--- config.mk ---
export PLATFORM = sky130hd
export DESIGN_NAME = uart_tx_mmio
export DESIGN_NICKNAME = d
export VERILOG_FILES = /design/src/rtl/uart_tx_mmio.sv
export SDC_FILE = /design/constraint.sdc
export NUM_CORES = 1
export LEC_CHECK = 0
export ABC_AREA = 1
export BUFFER_PORTS_ARGS = -buffer_cell sky130_fd_sc_hd__buf_2
export CORE_MARGIN = 8
export CORE_UTILIZATION = 53
export CTS_CLUSTER_SIZE = 16
export DETAILED_ROUTE_END_ITERATION = 6
export HOLD_SLACK_MARGIN = 0.12
export PLACE_DENSITY = 0.87
export SLEW_MARGIN = 10
export SYNTH_ARGS = -nofsm -noshare
export SYNTH_HDL_FRONTEND = slang
export SYNTH_SLANG_ARGS = --single-unit
--- constraint.sdc ---
create_clock -name clk -period 2.7 [get_ports clk]
set_input_delay 0.405 -clock clk [delete_from_list [all_inputs] [get_ports clk]]
set_output_delay 0.405 -clock clk [all_outputs]
set_load 0.05 [all_outputs]
--- src/rtl/uart_tx_mmio.sv ---
// Memory-mapped 8N1 UART transmitter: TXDATA/STATUS/BAUDDIV registers,
// TX FIFO and a serialiser, with registered read data matching data-RAM timing.
module uart_tx_mmio #(
  parameter int unsigned FIFO_DEPTH = 8,
  parameter logic [15:0] DIV_RESET  = 16'd103
) (
  input  logic        clk,
  input  logic        resetn,
  input  logic        sel,
  input  logic [1:0]  addr,
  input  logic [3:0]  wen,
  input  logic [31:0] wdata,
  output logic [31:0] rdata,
  output logic        tx
);

  localparam int unsigned AW = $clog2(FIFO_DEPTH);

  typedef enum logic [1:0] {IDLE, START, DATA, STOP} state_t;

  state_t        state;
  logic [7:0]    mem [FIFO_DEPTH];
  logic [AW-1:0] wr_ptr;
  logic [AW-1:0] rd_ptr;
  logic [AW:0]   level;
  logic          full;
  logic          empty;
  logic          wr_stb;
  logic          push_req;
  logic          push;
  logic          pop;
  logic          ovf;
  logic          ovf_clr;
  logic [15:0]   bauddiv;
  logic [15:0]   framediv;
  logic [15:0]   divcnt;
  logic [2:0]    bitcnt;
  logic [7:0]    shift;
  logic          bit_end;
  logic [31:0]   status;
  logic          unused_wdata;

  assign unused_wdata = ^wdata[31:16];

  assign wr_stb   = sel && (wen != '0);
  assign full     = (level == (AW+1)'(FIFO_DEPTH));
  assign empty    = (level == '0);
  assign bit_end  = (divcnt == '0);
  assign pop      = !empty && ((state == IDLE) || ((state == STOP) && bit_end));
  assign push_req = wr_stb && (addr == 2'd0) && wen[0];
  // A push into a full FIFO still lands when the same edge pops a slot free.
  assign push     = push_req && (!full || pop);
  assign ovf_clr  = wr_stb && (addr == 2'd1) && wen[0] && wdata[3];

  always_comb begin
    status        = '0;
    status[0]     = full;
    status[1]     = empty;
    status[2]     = (state != IDLE);
    status[3]     = ovf;
    status[15:8]  = 8'(level);
  end

  always_ff @(posedge clk) begin
    if (push) begin
      mem[wr_ptr] <= wdata[7:0];
    end
  end

  always_ff @(posedge clk) begin
    if (!resetn) begin
      wr_ptr <= '0;
      rd_ptr <= '0;
      level  <= '0;
    end else begin
      if (push) begin
        wr_ptr <= wr_ptr + AW'(1);
      end
      if (pop) begin
        rd_ptr <= rd_ptr + AW'(1);
      end
      if (push && !pop) begin
        level <= level + (AW+1)'(1);
      end else if (pop && !push) begin
        level <= level - (AW+1)'(1);
      end
    end
  end

  always_ff @(posedge clk) begin
    if (!resetn) begin
      ovf     <= 1'b0;
      bauddiv <= DIV_RESET;
      rdata   <= '0;
    end else begin
      if (push_req && !push) begin
        ovf <= 1'b1;
      end else if (ovf_clr) begin
        ovf <= 1'b0;
      end
      if (wr_stb && (addr == 2'd2)) begin
        if (wen[0]) bauddiv[7:0]  <= wdata[7:0];
        if (wen[1]) bauddiv[15:8] <= wdata[15:8];
      end
      case (addr)
        2'd1:    rdata <= status;
        2'd2:    rdata <= {16'h0000, bauddiv};
        default: rdata <= '0;
      endcase
    end
  end

  always_ff @(posedge clk) begin
    if (!resetn) begin
      state    <= IDLE;
      tx       <= 1'b1;
      divcnt   <= '0;
      framediv <= '0;
      bitcnt   <= '0;
      shift    <= '0;
    end else begin
      case (state)
        IDLE: begin
          tx <= 1'b1;
          if (pop) begin
            shift    <= mem[rd_ptr];
            divcnt   <= bauddiv;
            framediv <= bauddiv;
            tx       <= 1'b0;
            state    <= START;
          end
        end
        START: begin
          if (bit_end) begin
            bitcnt <= '0;
            tx     <= shift[0];
            shift  <= shift >> 1;
            divcnt <= framediv;
            state  <= DATA;
          end else begin
            divcnt <= divcnt - 16'd1;
          end
        end
        DATA: begin
          if (bit_end) begin
            divcnt <= framediv;
            if (bitcnt == 3'd7) begin
              tx    <= 1'b1;
              state <= STOP;
            end else begin
              bitcnt <= bitcnt + 3'd1;
              tx     <= shift[0];
              shift  <= shift >> 1;
            end
          end else begin
            divcnt <= divcnt - 16'd1;
          end
        end
        STOP: begin
          if (bit_end) begin
            if (pop) begin
              shift    <= mem[rd_ptr];
              divcnt   <= bauddiv;
              framediv <= bauddiv;
              tx       <= 1'b0;
              state    <= START;
            end else begin
              tx    <= 1'b1;
              state <= IDLE;
            end
          end else begin
            divcnt <= divcnt - 16'd1;
          end
        end
        default: begin
          tx    <= 1'b1;
          state <= IDLE;
        end
      endcase
    end
  end

endmodule

# Word level (Yosys, flattened, before mapping)
# Memories as Yosys holds them, arrays and structs flattened. A register that Yosys moved wholly into a read port is not among the register bits.
# Cells that the tools add are included.
[classes]
n_addsub = 6
eq_ne = 13
n_reduce_logical = 37
n_mux = 39
[op_table]
columns = ["cell", "n"]
rows = [
  ["2-to-1 mux 16 bit", 5],
  ["one-hot mux 16 bit (2 select lines)", 2],
  ["one-hot mux 16 bit (3 select lines)", 1],
  ["2-to-1 mux 8 bit", 5],
  ["one-hot mux 8 bit (4 select lines)", 1],
  ["zero test 16 bit", 1],
  ["subtractor 16 x 1 -> 16 bit, second input constant", 1],
  ["2-to-1 mux 3 bit", 5],
  ["logical AND 1 bit", 13],
  ["!= test 2 bit, second input constant", 6],
  ["2-to-1 mux 1 bit", 10],
  ["2-to-1 mux 2 bit", 5],
  ["nonzero test 2 bit", 5],
  ["adder 3 x 1 -> 3 bit, second input constant", 3],
  ["2-to-1 mux 4 bit", 2],
  ["one-hot mux 2 bit (4 select lines)", 1],
  ["AND reduction 4 bit", 2],
  ["== test 2 bit, second input constant", 3],
  ["one-hot mux 3 bit (2 select lines)", 1],
  ["AND reduction 2 bit", 3],
  ["AND reduction 5 bit", 1],
  ["adder 4 x 1 -> 4 bit, second input constant", 1],
  ["== test 2 x 1 -> 1 bit, second input constant", 2],
  ["== test 4 bit, second input constant", 1],
  ["10 further kinds", 15],
]
[totals]
reg_bits = 105
mem_count = 1
ram_bits = 64
wordCells = 109
[memory_table]
columns = ["memory", "words", "width", "read_ports", "rd_clocked_by_memory_dff", "wr", "line_no", "rtl"]
rows = [
  ["mem", 8, 8, 1, 1, 1, "22", "logic [7:0] mem [FIFO_DEPTH];"],
]

# Depth between registers and ports, before layout
[depth]
ltp_word = 10
ltp_mapped = 21

# Worst setup path after synthesis
# OpenSTA, ideal clock, no wires.
[synth_path]
path_type = "reg2reg"
start = "register state[0]"
end = "register level[3]"
n_path_buf = 3
stages_incl_launch_ff = 19
required_ps = 2581
period_less_slack_ps = 2648
arrival_ps = 2528
slack_ps = 52
cell_sequence = "dfxtp_1 -> ha_1 -> buf_4 -> clkinv_1 -> nand2_1 -> nand3_4 -> buf_6 -> buf_6 -> ha_1 -> inv_1 -> ha_1 -> nand2_1 -> nand2_1 -> a21oi_1 -> nor2_1 -> nor2_1 -> nand2_1 -> o21ai_0 -> a21oi_1"
[synth_via]
elab_chain_cells = 9
word_cells_on_any_way = 13
cone_classes = "1 x eq/ne; 1 x mux; 11 x reduce/logical"
[synth_lines]
columns = ["element", "line_no", "rtl"]
rows = [
  ["start: declaration", "21", "state_t state;"],
  ["start signal: assignment", "115", "state <= IDLE;"],
  ["start signal: assignment", "130", "state <= START;"],
  ["start signal: assignment", "139", "state <= DATA;"],
  ["== test 2 bit", "49", "assign pop = !empty && ((state == IDLE) || ((state == STOP) && bit_end));"],
  ["logical AND 1 bit", "49", ""],
  ["logical OR 1 bit (*)", "49", ""],
  ["logical AND 1 bit (*)", "49", ""],
  ["logical OR 1 bit", "52", "assign push = push_req && (!full || pop);"],
  ["logical AND 1 bit", "52", ""],
  ["zero test 1 bit", "84", "end else if (pop && !push) begin"],
  ["logical AND 1 bit", "84", ""],
  ["nonzero test 2 bit (no line)", "--", ""],
  ["end signal: assignment", "83", "level <= level + (AW+1)'(1);"],
  ["end signal: assignment", "85", "level <= level - (AW+1)'(1);"],
  ["end: declaration", "25", "logic [AW:0] level;"],
]
# Mark *: on every way between the ends. The rest lies on a longest branch, timed or not.
# A chain may end at the register's enable or synchronous reset.

# Worst setup path in the final report
[layout_path]
start = "register divcnt[0]"
end = "register level[3]"
[layout_via]
elab_chain_cells = 9
word_cells_on_any_way = 12
cone_classes = "1 x mux; 11 x reduce/logical"
[layout_lines]
columns = ["element", "line_no", "rtl"]
rows = [
  ["start: declaration", "36", "logic [15:0] divcnt;"],
  ["start signal: assignment", "127", "divcnt <= bauddiv;"],
  ["start signal: assignment", "138", "divcnt <= framediv;"],
  ["start signal: assignment", "141", "divcnt <= divcnt - 16'd1;"],
  ["zero test 16 bit (*)", "48", "assign bit_end = (divcnt == '0);"],
  ["logical AND 1 bit (*)", "49", ""],
  ["logical OR 1 bit (*)", "49", ""],
  ["logical AND 1 bit (*)", "49", ""],
  ["logical OR 1 bit (*)", "52", ""],
  ["logical AND 1 bit (*)", "52", ""],
  ["via push", "30", "logic push;"],
  ["zero test 1 bit", "84", ""],
  ["logical AND 1 bit", "84", ""],
  ["nonzero test 2 bit (no line)", "--", ""],
]
# Mark *: on every way through the listed nets, which the timed path passes. The rest lies on a longest branch.

==> metrics.yaml <==
critical_path:
  critPathRequiredTime_ns: 3.02
  start_kind: "flip-flop"
  cp_cell_sequence: "inv_2 -> ha_2 -> nand2_2 -> nor2_2 -> nand2_2 -> nand2_4 -> nand2_2 -> nand2_1 -> nand2_2 -> inv_1 -> ha_2 -> inv_1 -> ha_1 -> nand2_1 -> nand2_1 -> a21oi_2 -> nor2_1 -> nor2_1 -> nand2_1 -> o21ai_1 -> a21oi_1"
  end_kind: "flip-flop"
  crit_type: "flip-flop to flip-flop"
  cp_slowest_stage_delay_ns: 0.33
  slowest_stage: "dfxtp_2"
  crit_path_max_fanout: 4
  cp_data_arrival_time_ns: 2.86
die:
  io_pins: 74
  start_util_pct: 53.4
  die_w_um: 133
  die-area_um2: 17800
  dieHeight_um: 133
  coreArea_um2: 13700
  row_count: 43
global_routing:
  grt_pass1_wl_um: 27800
  grt_overflow: 0
  grt_pass1_vias: 5748
  antenna_found_initial: 0
  grt_max_degree: 48
  grtUsageTotal_pct: 19.2
sta:
  hold_viol: 0
  fin_crit_sh_pct: 94.0
  fin_worst_skew_ns: 0.0123
  worst_pin_slew_ns: 0.973
  finalMaxSlewViolations: 0
  slew_headroom_pct: 35.1
  final-setup-viol-count: 0
  fmax_mhz: 394
  timing.hold.ws_ns: 0.256
  fin_crit_ns: 2.54
outcome:
  status: "completed"
yosys:
  ys_seq_area_share_pct: 51.6
  async_reset_ff_share_pct: 0
  ys_ff_latch: 156
  syn_avg_cell_area_um2: 8.14
  yosys.cell_types.count: 35
  yosysWarningCount: 0
  synthFlopType: "dfxtp_1"
  synth_top_area_share_pct: 26.3
  synthTopCellsByArea: "edfxtp_1, dfxtp_1, nand2_1, nand3_1, inv_1"
  synthCells: 897
  synth_edf_count: 64
  synth_area_um2: 7300
  yosys.area.top_type: "edfxtp_1"
routing:
  via_count: 6223
  avgRoutedWirePerCell_um: 14.9
  drc: 0
  detail_route.vias_per_cell: 5.44
  ant_nets: 0
  wirelength_um: 17100
  firstDrtPassIters: 5
  drtIter0Drc: 657
clocking:
  clock_sinks: 156
  tritoncts: "built"
  cts_root_buf: "clkbuf_16"
  cts_hold_buf: 0
  clock_latency_ns: 0.43
  cts_buffers: 17
  cts_buffer_depth: 2
  cts_htree_levels: 4
  clk_pin_slew_worst_paths_ns: 0.06
layout:
  finalNetCount: 1009
  drive_gt1_share_pct: 12.9
  stdcell_count: 1144
  final_cell_mix: "nand2_1, inv_1, nand3_1"
  syn_to_final_growth_pct: 13.9
  final_common_cell: "nand2_1"
  nFillCells: 1097
  diodes: 0
placement:
  hpwl_um: 11300
  place.port_buffers: 41
  dp.cells: 1109
  place.gp.congestion: 0.935
job:
  maxCapViolCount: 0
worst_hold_path:
  hp-class: "input port to flip-flop"
power_and_ir_drop:
  vdd_drop_max_uv: 577
  power.density_nw_per_um2: 1060
  p_leak_nw: 3.58
==> sequential cells by signal, summed over array words and instances, names as in the netlist, named ones only <==
| signal | flops |
|---|---|
| mem | 64 |
| bauddiv | 16 |
| divcnt | 16 |
| framediv | 16 |
| rdata | 16 |
| shift | 8 |
| level | 4 |
| bitcnt | 3 |
| rd_ptr | 3 |
| wr_ptr | 3 |
| state | 2 |
| ovf | 1 |
| tx | 1 |
==> logic make-up (layout without fill, tap and decap cells) <==
family,count (synthesis),after routing,synth area share (%)
simple gates,418,418,24.8
flops,156,156,51.6
buf+inv,154,206,9.15
compound gates,139,139,10.0
fa+ha+maj,17,17,3.02
xor+xnor,12,12,1.44
other cells,1,16,0.0514
==> what timing repair did <==
item / CTS / global route
pin swaps: 0 / 1
setup endpoints to repair: 1 / 2
gates resized for setup: 2 / 9
setup buffers: 0 / 3
==> cells in the mapped netlist (8+ instances only) <==
library cell,n
buf_4,19
nand2_1,227
dfxtp_1,92
a21oi_1,72
nor3_1,8
nand4_1,12
xor2_1,11
nand3_1,94
nor2_1,61
edfxtp_1,64
inv_1,97
ha_1,16
o21ai_0,52
clkbuf_1,26
==> area by class of cell <==
class	count	area [um2]	area share, %
sequential	156	3770	45.3
multi-input combinational	602	2940	35.4
clock buffer	21	440	5.30
timing repair buffer	72	438	5.27
inverter	102	383	4.61
tap	180	225	2.71
clock inverter	11	120	1.44
==> worst paths after layout <==
check,start,endpoint,slack (ns),depth (start not counted)
min reg2reg,framediv[1],framediv[1],0.45,2
max reg2reg,divcnt[0],level[3],0.16,21
min,wdata[10],bauddiv[10],0.26,3
max,divcnt[0],level[3],0.16,21
==> report_power, final <==
group,total [mW],internal (mW),leakage (nW),switching (mW)
sequential,2.93,2.74,1.33,0.190
clock,2.28,1.36,0.269,0.921
combinational,3.59,1.18,1.98,2.41
total,8.80,5.28,3.58,3.52
==> stage by stage <==
stage / TNS (ns) / utilization (%) / area [um2] / power (mW) / setup WS, ns
after floorplan: 0 / - / 7360 / 5.59 / 0.0524
after global placement: 0 / 56.4 / 7710 / 6.27 / 0.0848
after detailed placement: 0 / 56.4 / 7710 / 6.38 / 0.0152
after CTS: 0 / 60.6 / 8280 / 8.68 / 0.00100
after global routing: -0.0222 / 60.8 / 8310 / 9.37 / -0.0222
final: 0 / 60.8 / 8310 / 8.80 / 0.162
==> routing by layer <==
| layer | routed length, um | GRT usage [%] |
|---|---|---|
| met3 | 1690 | 5.12 |
| met4 | 485 | 8.61 |
| met1 | 7140 | 24.9 |
| met5 | 0 | 0 |
| met2 | 7750 | 29.5 |
==> critical path, delay by kind of cell, from the launching register on <==
family                     cells  cell delay (ns)
DFF                            1             0.33
buffers and inverters          3             0.23
and+or+nand+nor               12             0.88
AOI/OAI and AO/OA              3             0.31
adders and majority gates      3             0.66
(Power assumes the default switching activity.)
